File: src/rtl/PipelineReg.sv
// PipelineReg: types and constants shared by the pipeline stages of the RV32 core.
//   MEM_STATE - memory-access control carried into the mem stage (MemRead, MemWrite, func3)
//   WB_STATE  - registered write-back bundle (data, write_reg, RegWrite, valid)
//   F3_*      - func3 size/sign encodings for loads and stores
package PipelineReg;

   localparam logic [2:0] F3_B  = 3'd0;
   localparam logic [2:0] F3_H  = 3'd1;
   localparam logic [2:0] F3_W  = 3'd2;
   localparam logic [2:0] F3_BU = 3'd4;
   localparam logic [2:0] F3_HU = 3'd5;

   typedef struct packed {
      logic       MemRead;
      logic       MemWrite;
      logic [2:0] func3;
   } MEM_STATE;

   typedef struct packed {
      logic [31:0] data;
      logic [4:0]  write_reg;
      logic        RegWrite;
      logic        valid;
   } WB_STATE;

endpackage

File: src/rtl/dmem_lane.sv
// dmem_lane: combinational byte-lane logic for the mem stage.
//   func3_i      - size/sign of the access
//   is_store_i   - access is a store (loads always enable all four lanes)
//   addr_lo_i    - low two bits of the effective address
//   store_data_i - raw store data (rs2)
//   rdata_i      - word returned by data memory
//   be_o         - byte enables
//   wdata_o      - lane-replicated store data
//   load_data_o  - extracted and sign/zero-extended load result
//   misaligned_o - access is misaligned (only when MISALIGN_TRAP_EN is defined)
module dmem_lane
   import PipelineReg::*;
(
   input  logic [2:0]  func3_i,
   input  logic        is_store_i,
   input  logic [1:0]  addr_lo_i,
   input  logic [31:0] store_data_i,
   input  logic [31:0] rdata_i,
   output logic [3:0]  be_o,
   output logic [31:0] wdata_o,
   output logic [31:0] load_data_o
`ifdef MISALIGN_TRAP_EN
   ,
   output logic        misaligned_o
`endif
);

   logic [7:0]  byte_sel;
   logic [15:0] half_sel;

   // Store lane formation; func3[1:0] carries the size for stores.
   always_comb begin
      be_o    = 4'b1111;
      wdata_o = store_data_i;
      if (is_store_i) begin
         case (func3_i[1:0])
            2'b00: begin
               be_o    = 4'b0001 << addr_lo_i;
               wdata_o = {4{store_data_i[7:0]}};
            end
            2'b01: begin
               be_o    = addr_lo_i[1] ? 4'b1100 : 4'b0011;
               wdata_o = {2{store_data_i[15:0]}};
            end
            default: begin
               be_o    = 4'b1111;
               wdata_o = store_data_i;
            end
         endcase
      end
   end

   // Load extraction: byte by addr[1:0], halfword by addr[1]; addr[0] is ignored for halves.
   always_comb begin
      case (addr_lo_i)
         2'd0:    byte_sel = rdata_i[7:0];
         2'd1:    byte_sel = rdata_i[15:8];
         2'd2:    byte_sel = rdata_i[23:16];
         default: byte_sel = rdata_i[31:24];
      endcase
      half_sel = addr_lo_i[1] ? rdata_i[31:16] : rdata_i[15:0];
      case (func3_i)
         F3_B:    load_data_o = {{24{byte_sel[7]}}, byte_sel};
         F3_BU:   load_data_o = {24'd0, byte_sel};
         F3_H:    load_data_o = {{16{half_sel[15]}}, half_sel};
         F3_HU:   load_data_o = {16'd0, half_sel};
         default: load_data_o = rdata_i;
      endcase
   end

`ifdef MISALIGN_TRAP_EN
   // H/HU share func3[1:0]=01; W is 10.
   always_comb begin
      misaligned_o = 1'b0;
      if (func3_i[1:0] == 2'b01) begin
         misaligned_o = addr_lo_i[0];
      end else if (func3_i[1:0] == 2'b10) begin
         misaligned_o = (addr_lo_i != 2'b00);
      end
   end
`endif

endmodule

File: src/rtl/mem_stage.sv
// mem_stage: memory-access stage of the RV32 pipeline, downstream of execute.
// Non-memory ops pass straight to the write-back register; loads/stores are issued on a
// req/ack data-memory port while the execute stage is stalled.
// Optional feature: MISALIGN_TRAP_EN (misaligned accesses are trapped instead of issued).
//   i_clk, i_reset      - clock, synchronous active-high reset
//   i_valid ... i_RegWrite - instruction from execute (address/result, store data, control)
//   o_stall             - hold execute stage (combinational)
//   o_dmem_*/i_dmem_*   - data-memory request/response port
//   o_wb_*              - registered write-back bundle
//   o_bus_err           - ack timeout abort, with o_wb_valid
//   o_misaligned        - misaligned abort, with o_wb_valid
module mem_stage
   import PipelineReg::*;
#(
   parameter int unsigned ACK_TIMEOUT = 15
) (
   input  logic        i_clk,
   input  logic        i_reset,
   input  logic        i_valid,
   input  logic [31:0] i_ALUOutput,
   input  logic [31:0] i_rd2,
   input  logic [4:0]  i_write_reg,
   input  logic        i_MemRead,
   input  logic        i_MemWrite,
   input  logic [2:0]  i_func3,
   input  logic        i_RegWrite,
   output logic        o_stall,
   output logic        o_dmem_req,
   output logic        o_dmem_we,
   output logic [31:0] o_dmem_addr,
   output logic [31:0] o_dmem_wdata,
   output logic [3:0]  o_dmem_be,
   input  logic        i_dmem_ack,
   input  logic [31:0] i_dmem_rdata,
   output logic        o_wb_valid,
   output logic [31:0] o_wb_data,
   output logic [4:0]  o_wb_write_reg,
   output logic        o_wb_RegWrite,
   output logic        o_bus_err,
   output logic        o_misaligned
);

   localparam logic [0:0] ST_IDLE = 1'b0;
   localparam logic [0:0] ST_BUSY = 1'b1;

   localparam logic [7:0] TimeoutCnt = 8'(ACK_TIMEOUT);

   logic [0:0]  state_q, state_d;
   logic [7:0]  cnt_q, cnt_d;
   MEM_STATE    ctl_q, ctl_d;
   logic [31:0] addr_q, addr_d;
   logic [31:0] sdata_q, sdata_d;
   logic [4:0]  rd_q, rd_d;
   logic        regwrite_q, regwrite_d;
   WB_STATE     wb_q, wb_d;
   logic        bus_err_q, bus_err_d;
   logic        misaligned_q, misaligned_d;

   logic        busy;
   logic        is_mem;
   logic        trap;
   logic        timeout_hit;
   logic [2:0]  lane_func3;
   logic [1:0]  lane_addr_lo;
   logic [3:0]  lane_be;
   logic [31:0] lane_wdata;
   logic [31:0] lane_load_data;

   assign busy   = (state_q == ST_BUSY);
   assign is_mem = i_MemRead | i_MemWrite;

   // In IDLE the lane logic looks at the incoming op (for misalign detect);
   // in BUSY it looks at the latched access.
   assign lane_func3   = busy ? ctl_q.func3 : i_func3;
   assign lane_addr_lo = busy ? addr_q[1:0] : i_ALUOutput[1:0];

   dmem_lane u_dmem_lane (
      .func3_i      (lane_func3),
      .is_store_i   (ctl_q.MemWrite),
      .addr_lo_i    (lane_addr_lo),
      .store_data_i (sdata_q),
      .rdata_i      (i_dmem_rdata),
      .be_o         (lane_be),
      .wdata_o      (lane_wdata),
      .load_data_o  (lane_load_data)
`ifdef MISALIGN_TRAP_EN
      ,
      .misaligned_o (trap)
`endif
   );

`ifndef MISALIGN_TRAP_EN
   assign trap = 1'b0;
`endif

   // Ack takes priority over an expiring timeout.
   assign timeout_hit = busy && !i_dmem_ack && (cnt_q == TimeoutCnt);

   always_comb begin
      if (busy) begin
         o_stall = !(i_dmem_ack || timeout_hit);
      end else begin
         o_stall = i_valid && is_mem && !trap;
      end
   end

   assign o_dmem_req   = busy && !timeout_hit;
   assign o_dmem_we    = o_dmem_req && ctl_q.MemWrite;
   assign o_dmem_addr  = o_dmem_req ? {addr_q[31:2], 2'b00} : 32'd0;
   assign o_dmem_wdata = o_dmem_req ? lane_wdata : 32'd0;
   assign o_dmem_be    = o_dmem_req ? lane_be : 4'd0;

   always_comb begin
      state_d      = state_q;
      cnt_d        = cnt_q;
      ctl_d        = ctl_q;
      addr_d       = addr_q;
      sdata_d      = sdata_q;
      rd_d         = rd_q;
      regwrite_d   = regwrite_q;
      wb_d         = '0;
      bus_err_d    = 1'b0;
      misaligned_d = 1'b0;
      case (state_q)
         ST_IDLE: begin
            if (i_valid) begin
               if (!is_mem) begin
                  wb_d.data      = i_ALUOutput;
                  wb_d.write_reg = i_write_reg;
                  wb_d.RegWrite  = i_RegWrite;
                  wb_d.valid     = 1'b1;
               end else if (trap) begin
                  // Faulting address is reported in the data field.
                  wb_d.data      = i_ALUOutput;
                  wb_d.write_reg = i_write_reg;
                  wb_d.valid     = 1'b1;
                  misaligned_d   = 1'b1;
               end else begin
                  ctl_d.MemRead  = i_MemRead;
                  ctl_d.MemWrite = i_MemWrite;
                  ctl_d.func3    = i_func3;
                  addr_d         = i_ALUOutput;
                  sdata_d        = i_rd2;
                  rd_d           = i_write_reg;
                  regwrite_d     = i_RegWrite;
                  cnt_d          = 8'd0;
                  state_d        = ST_BUSY;
               end
            end
         end
         ST_BUSY: begin
            if (i_dmem_ack) begin
               wb_d.data      = ctl_q.MemRead ? lane_load_data : 32'd0;
               wb_d.write_reg = rd_q;
               wb_d.RegWrite  = regwrite_q && ctl_q.MemRead;
               wb_d.valid     = 1'b1;
               state_d        = ST_IDLE;
            end else if (timeout_hit) begin
               wb_d.write_reg = rd_q;
               wb_d.valid     = 1'b1;
               bus_err_d      = 1'b1;
               state_d        = ST_IDLE;
            end else begin
               cnt_d = cnt_q + 8'd1;
            end
         end
         default: state_d = ST_IDLE;
      endcase
   end

   always_ff @(posedge i_clk) begin
      if (i_reset) begin
         state_q      <= ST_IDLE;
         cnt_q        <= 8'd0;
         ctl_q        <= '0;
         addr_q       <= 32'd0;
         sdata_q      <= 32'd0;
         rd_q         <= 5'd0;
         regwrite_q   <= 1'b0;
         wb_q         <= '0;
         bus_err_q    <= 1'b0;
         misaligned_q <= 1'b0;
      end else begin
         state_q      <= state_d;
         cnt_q        <= cnt_d;
         ctl_q        <= ctl_d;
         addr_q       <= addr_d;
         sdata_q      <= sdata_d;
         rd_q         <= rd_d;
         regwrite_q   <= regwrite_d;
         wb_q         <= wb_d;
         bus_err_q    <= bus_err_d;
         misaligned_q <= misaligned_d;
      end
   end

   assign o_wb_valid     = wb_q.valid;
   assign o_wb_data      = wb_q.data;
   assign o_wb_write_reg = wb_q.write_reg;
   assign o_wb_RegWrite  = wb_q.RegWrite;
   assign o_bus_err      = bus_err_q;
   assign o_misaligned   = misaligned_q;

endmodule

File: config.mk
export PLATFORM = sky130hd
export DESIGN_NAME = mem_stage
export DESIGN_NICKNAME = d
export VERILOG_FILES = /design/src/rtl/PipelineReg.sv /design/src/rtl/dmem_lane.sv /design/src/rtl/mem_stage.sv
export SDC_FILE = /design/constraint.sdc
export NUM_CORES = 1
export LEC_CHECK = 0
export CAP_MARGIN = 20
export CORE_MARGIN = 2
export CORE_UTILIZATION = 35
export CTS_BUF_LIST = sky130_fd_sc_hd__clkbuf_8
export DETAILED_ROUTE_END_ITERATION = 8
export PLACE_DENSITY = 0.67
export SLEW_MARGIN = 40
export SYNTH_ARGS = -nofsm -noshare
export SYNTH_HDL_FRONTEND = slang
export SYNTH_SLANG_ARGS = --single-unit
File: constraint.sdc
create_clock -name i_clk -period 2.6 [get_ports i_clk]
set_input_delay 0.52 -clock i_clk [delete_from_list [all_inputs] [get_ports i_clk]]
set_output_delay 0.52 -clock i_clk [all_outputs]
set_load 0.01 [all_outputs]
# Word-level counts from Yosys, hierarchy flattened
# Cells that the tools add are included.
[word_totals] reg_bits=124 inputBits=111 out_inout_bits=112 word_cells=81
[classes] add_sub_neg=1 n_eq_ne=11 shifts=1 muxes=36 bitwise_logic=2 n_reduce_logical=16
[op_table] operator="2-to-1 mux 32 bit" count=5
[op_table] operator="case mux 32 bit (4 select lines)" count=1
[op_table] operator="case mux 39 bit (2 select lines)" count=1
[op_table] operator="case mux 32 bit (2 select lines)" count=1
[op_table] operator="2-to-1 mux 39 bit" count=1
[op_table] operator="2-to-1 mux 37 bit" count=1
[op_table] operator="2-to-1 mux 8 bit" count=4
[op_table] operator="case mux 8 bit (3 select lines)" count=1
[op_table] operator="2-to-1 mux 16 bit" count=1
[op_table] operator="case mux 8 bit (2 select lines)" count=1
[op_table] operator="2-to-1 mux 4 bit" count=3
[op_table] operator="2-to-1 mux 1 bit" count=10
[op_table] operator="2-to-1 mux 5 bit" count=2
[op_table] operator="adder 8 x 1 -> 8 bit (second input constant)" count=1
[op_table] operator="equality test 8 x 4 -> 1 bit (second input constant)" count=1
[op_table] operator="!= test 2 bit (second input constant)" count=4
[op_table] operator="case mux 4 bit (2 select lines)" count=1
[op_table] operator="equality test 3 bit (second input constant)" count=2
[op_table] operator="logical AND 1 bit" count=6
[op_table] operator="equality test 2 x 1 -> 1 bit (second input constant)" count=2
[op_table] operator="logical NOT 2 bit" count=2
[op_table] operator="AND reduction 4 bit" count=1
[op_table] operator="left shift 1 x 2 -> 4 bit (first input constant)" count=1
[op_table] operator="equality test 3 x 1 -> 1 bit (second input constant)" count=1
[op_table] operator="other kinds (11)" count=13

# Depth between registers and ports, before layout
[depth] ltp_word=7 mapped_depth=8

# Modules after synthesis
# From an unflattened synthesis, not the netlist that was laid out.
[hier_totals] cells_unflattened=783 hier_area_um2=6292.3
[by_module_without_submodules] module="mem_stage" instances=1 cells_per_inst=599 area_per_inst_um2=4954.8 seq_area_each_um2=2482.4
[by_module_without_submodules] module="dmem_lane" instances=1 cells_per_inst=184 area_per_inst_um2=1337.5 seq_area_each_um2=0.0

# Worst setup path after synthesis
# No wires, ideal clock.
[synth_timing] path_kind="register -> output" startpoint="reg state_q (netlist: busy)" endpoint="out o_dmem_wdata[28]" t_arrival_ns=1.852 required_ns=2.080 path_slack_ns=0.228 stages_incl_launch_ff=8 path_buffers=3 cell_sequence="dfxtp_1 > buf_4 > mux2i_1 > and2_1 > buf_2 > clkbuf_1 > nor2_1 > a211oi_1"
[synth_between] elab_chain_cells=5
[synth_lines] item="start: declaration" line="mem_stage.sv:48" source="logic [0:0] state_q, state_d;"
[synth_lines] item="start signal: assignment" line="mem_stage.sv:184" source="state_q <= state_d;"
[synth_lines] item="2-to-1 mux 3 bit / logical AND 1 bit (equally long branches)" line="mem_stage.sv:74, mem_stage.sv:97"
[synth_lines] item="equality test 2 x 1 -> 1 bit (tied with other cells)" line="dmem_lane.sv:36" source="case (func3_i[1:0])"
[synth_lines] item="case mux 32 bit (2 select lines) / logical NOT 1 bit (equally long branches)" line="dmem_lane.sv:36, mem_stage.sv:107"
[synth_lines] item="2-to-1 mux 32 bit / logical AND 1 bit (equally long branches)" line="dmem_lane.sv:35, mem_stage.sv:107"
[synth_lines] item="2-to-1 mux 32 bit (*)" line="mem_stage.sv:110" source="assign o_dmem_wdata = o_dmem_req ? lane_wdata : 32'd0;"
[synth_lines] item="end: declaration" line="mem_stage.sv:31" source="output logic [31:0] o_dmem_wdata,"
# Every way passes the cells marked *; elsewhere a longest branch is shown, timed or not.

# Worst setup path after layout
[layout_timing] startpoint="reg cnt_q[4]" endpoint="out o_dmem_addr[6]"
[layout_between] elab_chain_cells=5
[layout_lines] item="start: declaration" line="mem_stage.sv:49" source="logic [7:0] cnt_q, cnt_d;"
[layout_lines] item="start signal: assignment" line="mem_stage.sv:185" source="cnt_q <= cnt_d;"
[layout_lines] item="equality test 8 x 4 -> 1 bit" line="mem_stage.sv:97" source="assign timeout_hit = busy && !i_dmem_ack && (cnt_q == TimeoutCnt);"
[layout_lines] item="logical AND 1 bit" line="mem_stage.sv:97"
[layout_lines] item="logical NOT 1 bit" line="mem_stage.sv:107" source="assign o_dmem_req = busy && !timeout_hit;"
[layout_lines] item="logical AND 1 bit" line="mem_stage.sv:107"
[layout_lines] item="2-to-1 mux 32 bit" line="mem_stage.sv:109" source="assign o_dmem_addr = o_dmem_req ? {addr_q[31:2], 2'b00} : 32'd0;"
[layout_lines] item="end: declaration" line="mem_stage.sv:30" source="output logic [31:0] o_dmem_addr,"
# Every way passes these cells.

==> flow_results.xml <==
<?xml version="1.0" encoding="UTF-8"?>
<metrics>
  <group name="outcome">
    <metric name="status" unit="">finished, violations left</metric>
    <metric name="violated_checks" unit="">setup timing</metric>
  </group>
  <group name="setup_path">
    <metric name="timing.critical_path.arrival" unit="ns">2.16</metric>
    <metric name="cp_slowest_stage_delay" unit="ns">0.35</metric>
    <metric name="r2r_slack" unit="ns">0.46</metric>
    <metric name="worstPathMaxFanout" unit="">4</metric>
    <metric name="timing.critical_path.cells" unit="">nor4_4 -&gt; nand2_4 -&gt; o21ai_4 -&gt; inv_4 -&gt; buf_12 -&gt; buf_12 -&gt; buf_12 -&gt; and2_4 -&gt; buf_6</metric>
    <metric name="worstSetupPathDepth" unit="">9</metric>
    <metric name="critical-path-top-cell-by-count" unit="">buf_12</metric>
    <metric name="path_class" unit="">flop to primary output</metric>
    <metric name="endpoint_kind_of_the_worst_setup_timing_path" unit="">primary output</metric>
    <metric name="worst_path_max_delay_cell" unit="">nor4_4</metric>
    <metric name="setup.worst_path.end" unit="">o_dmem_addr[6]</metric>
    <metric name="critPathRequiredTime" unit="ns">2.08</metric>
    <metric name="regToRegEndpoint" unit="">sdata_q[27]$_SDFFE_PP0P_</metric>
    <metric name="worst_path_dominant_cell_family" unit="">simple AND/OR/NAND/NOR gates</metric>
    <metric name="cp_num_buf_inv" unit="">5</metric>
    <metric name="critPathLaunchType" unit="">flop</metric>
    <metric name="crit_start" unit="">cnt_q[4]$_SDFFE_PP0P_</metric>
    <metric name="worstReg2RegStart" unit="">busy$_SDFF_PP0_</metric>
    <metric name="reg2regPathDepth" unit="">7</metric>
  </group>
  <group name="cts">
    <metric name="clock_tree.root_cell" unit="">clkbuf_8</metric>
    <metric name="cts.sink_count" unit="">124</metric>
    <metric name="clock_path_buffers" unit="">2</metric>
    <metric name="cts_tree" unit="">yes</metric>
    <metric name="clkLatencyLatePin" unit="ns">0.45</metric>
    <metric name="cts.hold.buffers_added" unit="">0</metric>
    <metric name="cts_inserted_buffers" unit="">17</metric>
    <metric name="htree_num_levels" unit="">4</metric>
    <metric name="clk_pin_slew" unit="ns">0.08</metric>
  </group>
  <group name="drt">
    <metric name="detail_route.iter0.violations" unit="">414</metric>
    <metric name="routed_wire_length" unit="um">21700</metric>
    <metric name="vias_per_cell" unit="">5.14</metric>
    <metric name="detail_route.wl_per_cell" unit="um">17.9</metric>
    <metric name="drt.antenna.violating_nets" unit="">0</metric>
    <metric name="vias" unit="">6251</metric>
    <metric name="highest_layer" unit="">met5</metric>
    <metric name="drt-met1-wl" unit="um">8970</metric>
    <metric name="wl_met2" unit="um">10200</metric>
    <metric name="detailroute.wirelength.met3" unit="um">1890</metric>
    <metric name="detail_route.drc_violations" unit="">0</metric>
    <metric name="first_pass_iters" unit="">5</metric>
  </group>
  <group name="cells_and_area">
    <metric name="num_antenna_cells" unit="">0</metric>
    <metric name="filler_cell_count" unit="">1417</metric>
    <metric name="area_delta_synth_final" unit="%">64.0</metric>
    <metric name="share_of_post_route_cells_with_drive_strength_above_1" unit="%">23.6</metric>
    <metric name="finalCoreUtilization" unit="%">58.7</metric>
    <metric name="mostFrequentLayoutCell" unit="">nand2_1</metric>
    <metric name="num-nets-final" unit="">1100</metric>
    <metric name="final_cell_mix" unit="">nand2_1 (207), clkdlybuf4s50_1 (147), dfxtp_1 (119)</metric>
  </group>
  <group name="run">
    <metric name="cap_viol_max_count" unit="">0</metric>
  </group>
  <group name="timing">
    <metric name="final_min_period_over_clock_period" unit="%">103</metric>
    <metric name="timing_hold_violations_final" unit="">0</metric>
    <metric name="timing.final.setup_violations" unit="">11</metric>
    <metric name="worst_slew_pin_slew" unit="ns">0.609</metric>
    <metric name="setup_ws" unit="ns">-0.0758</metric>
    <metric name="finalHoldWorstSlack" unit="ns">0.380</metric>
    <metric name="final_period_minus_worst_setup_slack" unit="ns">2.68</metric>
    <metric name="achievable-frequency" unit="MHz">374</metric>
    <metric name="clock-skew-final" unit="ns">0.00944</metric>
    <metric name="rsz0062_at_grt" unit="">true</metric>
    <metric name="slew_headroom" unit="%">59.4</metric>
    <metric name="finalMaxSlewViolations" unit="">0</metric>
    <metric name="final.setup.tns" unit="ns">-0.656</metric>
  </group>
  <group name="synthesis">
    <metric name="ys_flop_type" unit="">dfxtp_1</metric>
    <metric name="synthesis.area" unit="um2">5670</metric>
    <metric name="synthArstFlopShare" unit="%">0</metric>
    <metric name="synthesis.instances" unit="">723</metric>
    <metric name="synth.avg_cell_area" unit="um2">7.84</metric>
    <metric name="synth.distinct_cells" unit="">49</metric>
    <metric name="synth_edf_count" unit="">0</metric>
    <metric name="yosys-top-cells-area" unit="">dfxtp_1 (44%), nand2_1 (14%), a21oi_1 (9.4%)</metric>
    <metric name="synth_top_cell_area_share" unit="%">43.8</metric>
    <metric name="synth_seq_area_share" unit="%">43.8</metric>
    <metric name="yosys_register_bits" unit="">124</metric>
    <metric name="yosys_warning_total" unit="">0</metric>
    <metric name="synth_area_leader_cell" unit="">dfxtp_1</metric>
  </group>
  <group name="floorplan">
    <metric name="die-area" unit="um2">17200</metric>
    <metric name="width_of_the_die" unit="um">131</metric>
    <metric name="core" unit="um2">15800</metric>
    <metric name="core.rowCount" unit="">46</metric>
    <metric name="num_io_pins" unit="">223</metric>
    <metric name="dieHeight" unit="um">131</metric>
    <metric name="initial_utilization" unit="%">35.8</metric>
  </group>
  <group name="global_route">
    <metric name="grt_max_degree" unit="">77</metric>
    <metric name="gr-total-overflow" unit="">0</metric>
    <metric name="grt_usage" unit="%">25.0</metric>
    <metric name="via_count_of_the_first_global_routing_pass" unit="">6149</metric>
    <metric name="global_route_wire_length_before_repair" unit="um">33800</metric>
    <metric name="antenna_violations_before_repair" unit="">2</metric>
  </group>
  <group name="power">
    <metric name="irDropWorstVdd" unit="V">0.000384</metric>
    <metric name="power_per_cell_area" unit="nW/um2">555</metric>
    <metric name="total_leakage_power" unit="nW">3.71</metric>
  </group>
  <group name="place">
    <metric name="detailedPlacementHpwl" unit="um">15100</metric>
    <metric name="place.port_buffers" unit="">219</metric>
    <metric name="detailedPlace.worstSlack" unit="ns">-0.431</metric>
    <metric name="place_congestion" unit="">0.903</metric>
  </group>
  <group name="worst_hold_path">
    <metric name="worstHoldPathType" unit="">primary input to flop</metric>
  </group>
</metrics>
==> logic make-up after synthesis <==
group / synth area share, %
flip-flops: 43.8
AO/OA/AOI/OAI: 21.9
adder cells (fa/ha/maj): 0.221
multiplexers: 3.42
AND/OR/NAND/NOR: 24.7
buffers and inverters: 4.92
other: 0.0662
XOR/XNOR: 0.927
==> layout make-up <==
class | count | area, um2 | area share (%)
clock buffer | 18 | 248 | 2.67
clock inverter | 14 | 265 | 2.85
inverter | 6 | 25.0 | 0.269
multi-input combinational | 540 | 3100 | 33.3
sequential | 124 | 2490 | 26.8
tap | 216 | 270 | 2.91
timing repair buffer | 299 | 2900 | 31.2
==> how the worst min path moves through the flow <==
stage | start | endpoint | slack, ns | cells past startpoint
finish | i_reset | addr_q[11]$_SDFFE_PP0P_ | 0.38 | 2
floorplan | addr_q[10]$_SDFFE_PP0P_ | addr_q[10]$_SDFFE_PP0P_ | 0.43 | 2
global placement | addr_q[8]$_SDFFE_PP0P_ | addr_q[8]$_SDFFE_PP0P_ | 0.44 | 2
global route | i_reset | addr_q[6]$_SDFFE_PP0P_ | 0.37 | 2
CTS | i_reset | addr_q[11]$_SDFFE_PP0P_ | 0.36 | 2
detailed placement | addr_q[7]$_SDFFE_PP0P_ | addr_q[7]$_SDFFE_PP0P_ | 0.44 | 2
==> per-layer routing <==
| metal | vias up | track usage, % |
|---|---|---|
| li1 | 3002 | - |
| met1 | 2895 | 30.2 |
| met2 | 295 | 41.5 |
| met3 | 55 | 7.72 |
| met4 | 4 | 9.66 |
| met5 | - | 0 |
==> metrics by stage <==
step	instance area, um2	instances	power [W]
floorplan	5680	725	0.00244
global placement	8420	1163	0.00291
detailed placement	8420	1163	0.00291
CTS	9210	1214	0.00518
global route	9300	1217	0.00536
finish	9300	1217	0.00516
==> Yosys cell counts, types with 2 or more instances <==
cell,n
o21ai_0,18
mux2i_1,16
o31ai_1,3
or3b_1,3
nand3_1,9
buf_4,4
and3_1,2
or3_1,8
nand3b_1,2
a221o_2,6
a211oi_1,9
and2_1,41
inv_1,6
o2111ai_1,2
mux2_2,3
nor4_1,3
a22o_1,8
a221o_1,18
nor2_1,35
nand2_1,209
o21ai_1,3
nor3_1,4
xor2_1,6
clkbuf_8,2
clkbuf_1,42
nand2b_1,2
dfxtp_1,124
buf_2,5
a22oi_1,5
a21oi_1,106
==> report_power, final <==
| group | switching [W] | leakage [nW] | internal [W] | total, W |
|---|---|---|---|---|
| clock network | 0.000824 | 0.255 | 0.00137 | 0.00219 |
| logic | 0.000449 | 2.44 | 0.000475 | 0.000924 |
| registers | 0.0000621 | 1.01 | 0.00198 | 0.00204 |
| total | 0.00133 | 3.71 | 0.00382 | 0.00516 |
==> timing repair <==
action | CTS | global route
setup buffers | 16 | 5
pin swaps | 15 | 6
endpoints found under the setup margin | 69 | 65
hold endpoints to repair | 0 | 0
cloned | 4 | 0
resized for setup | 307 | 35
No activity file was read; power rests on OpenSTA's default activity.
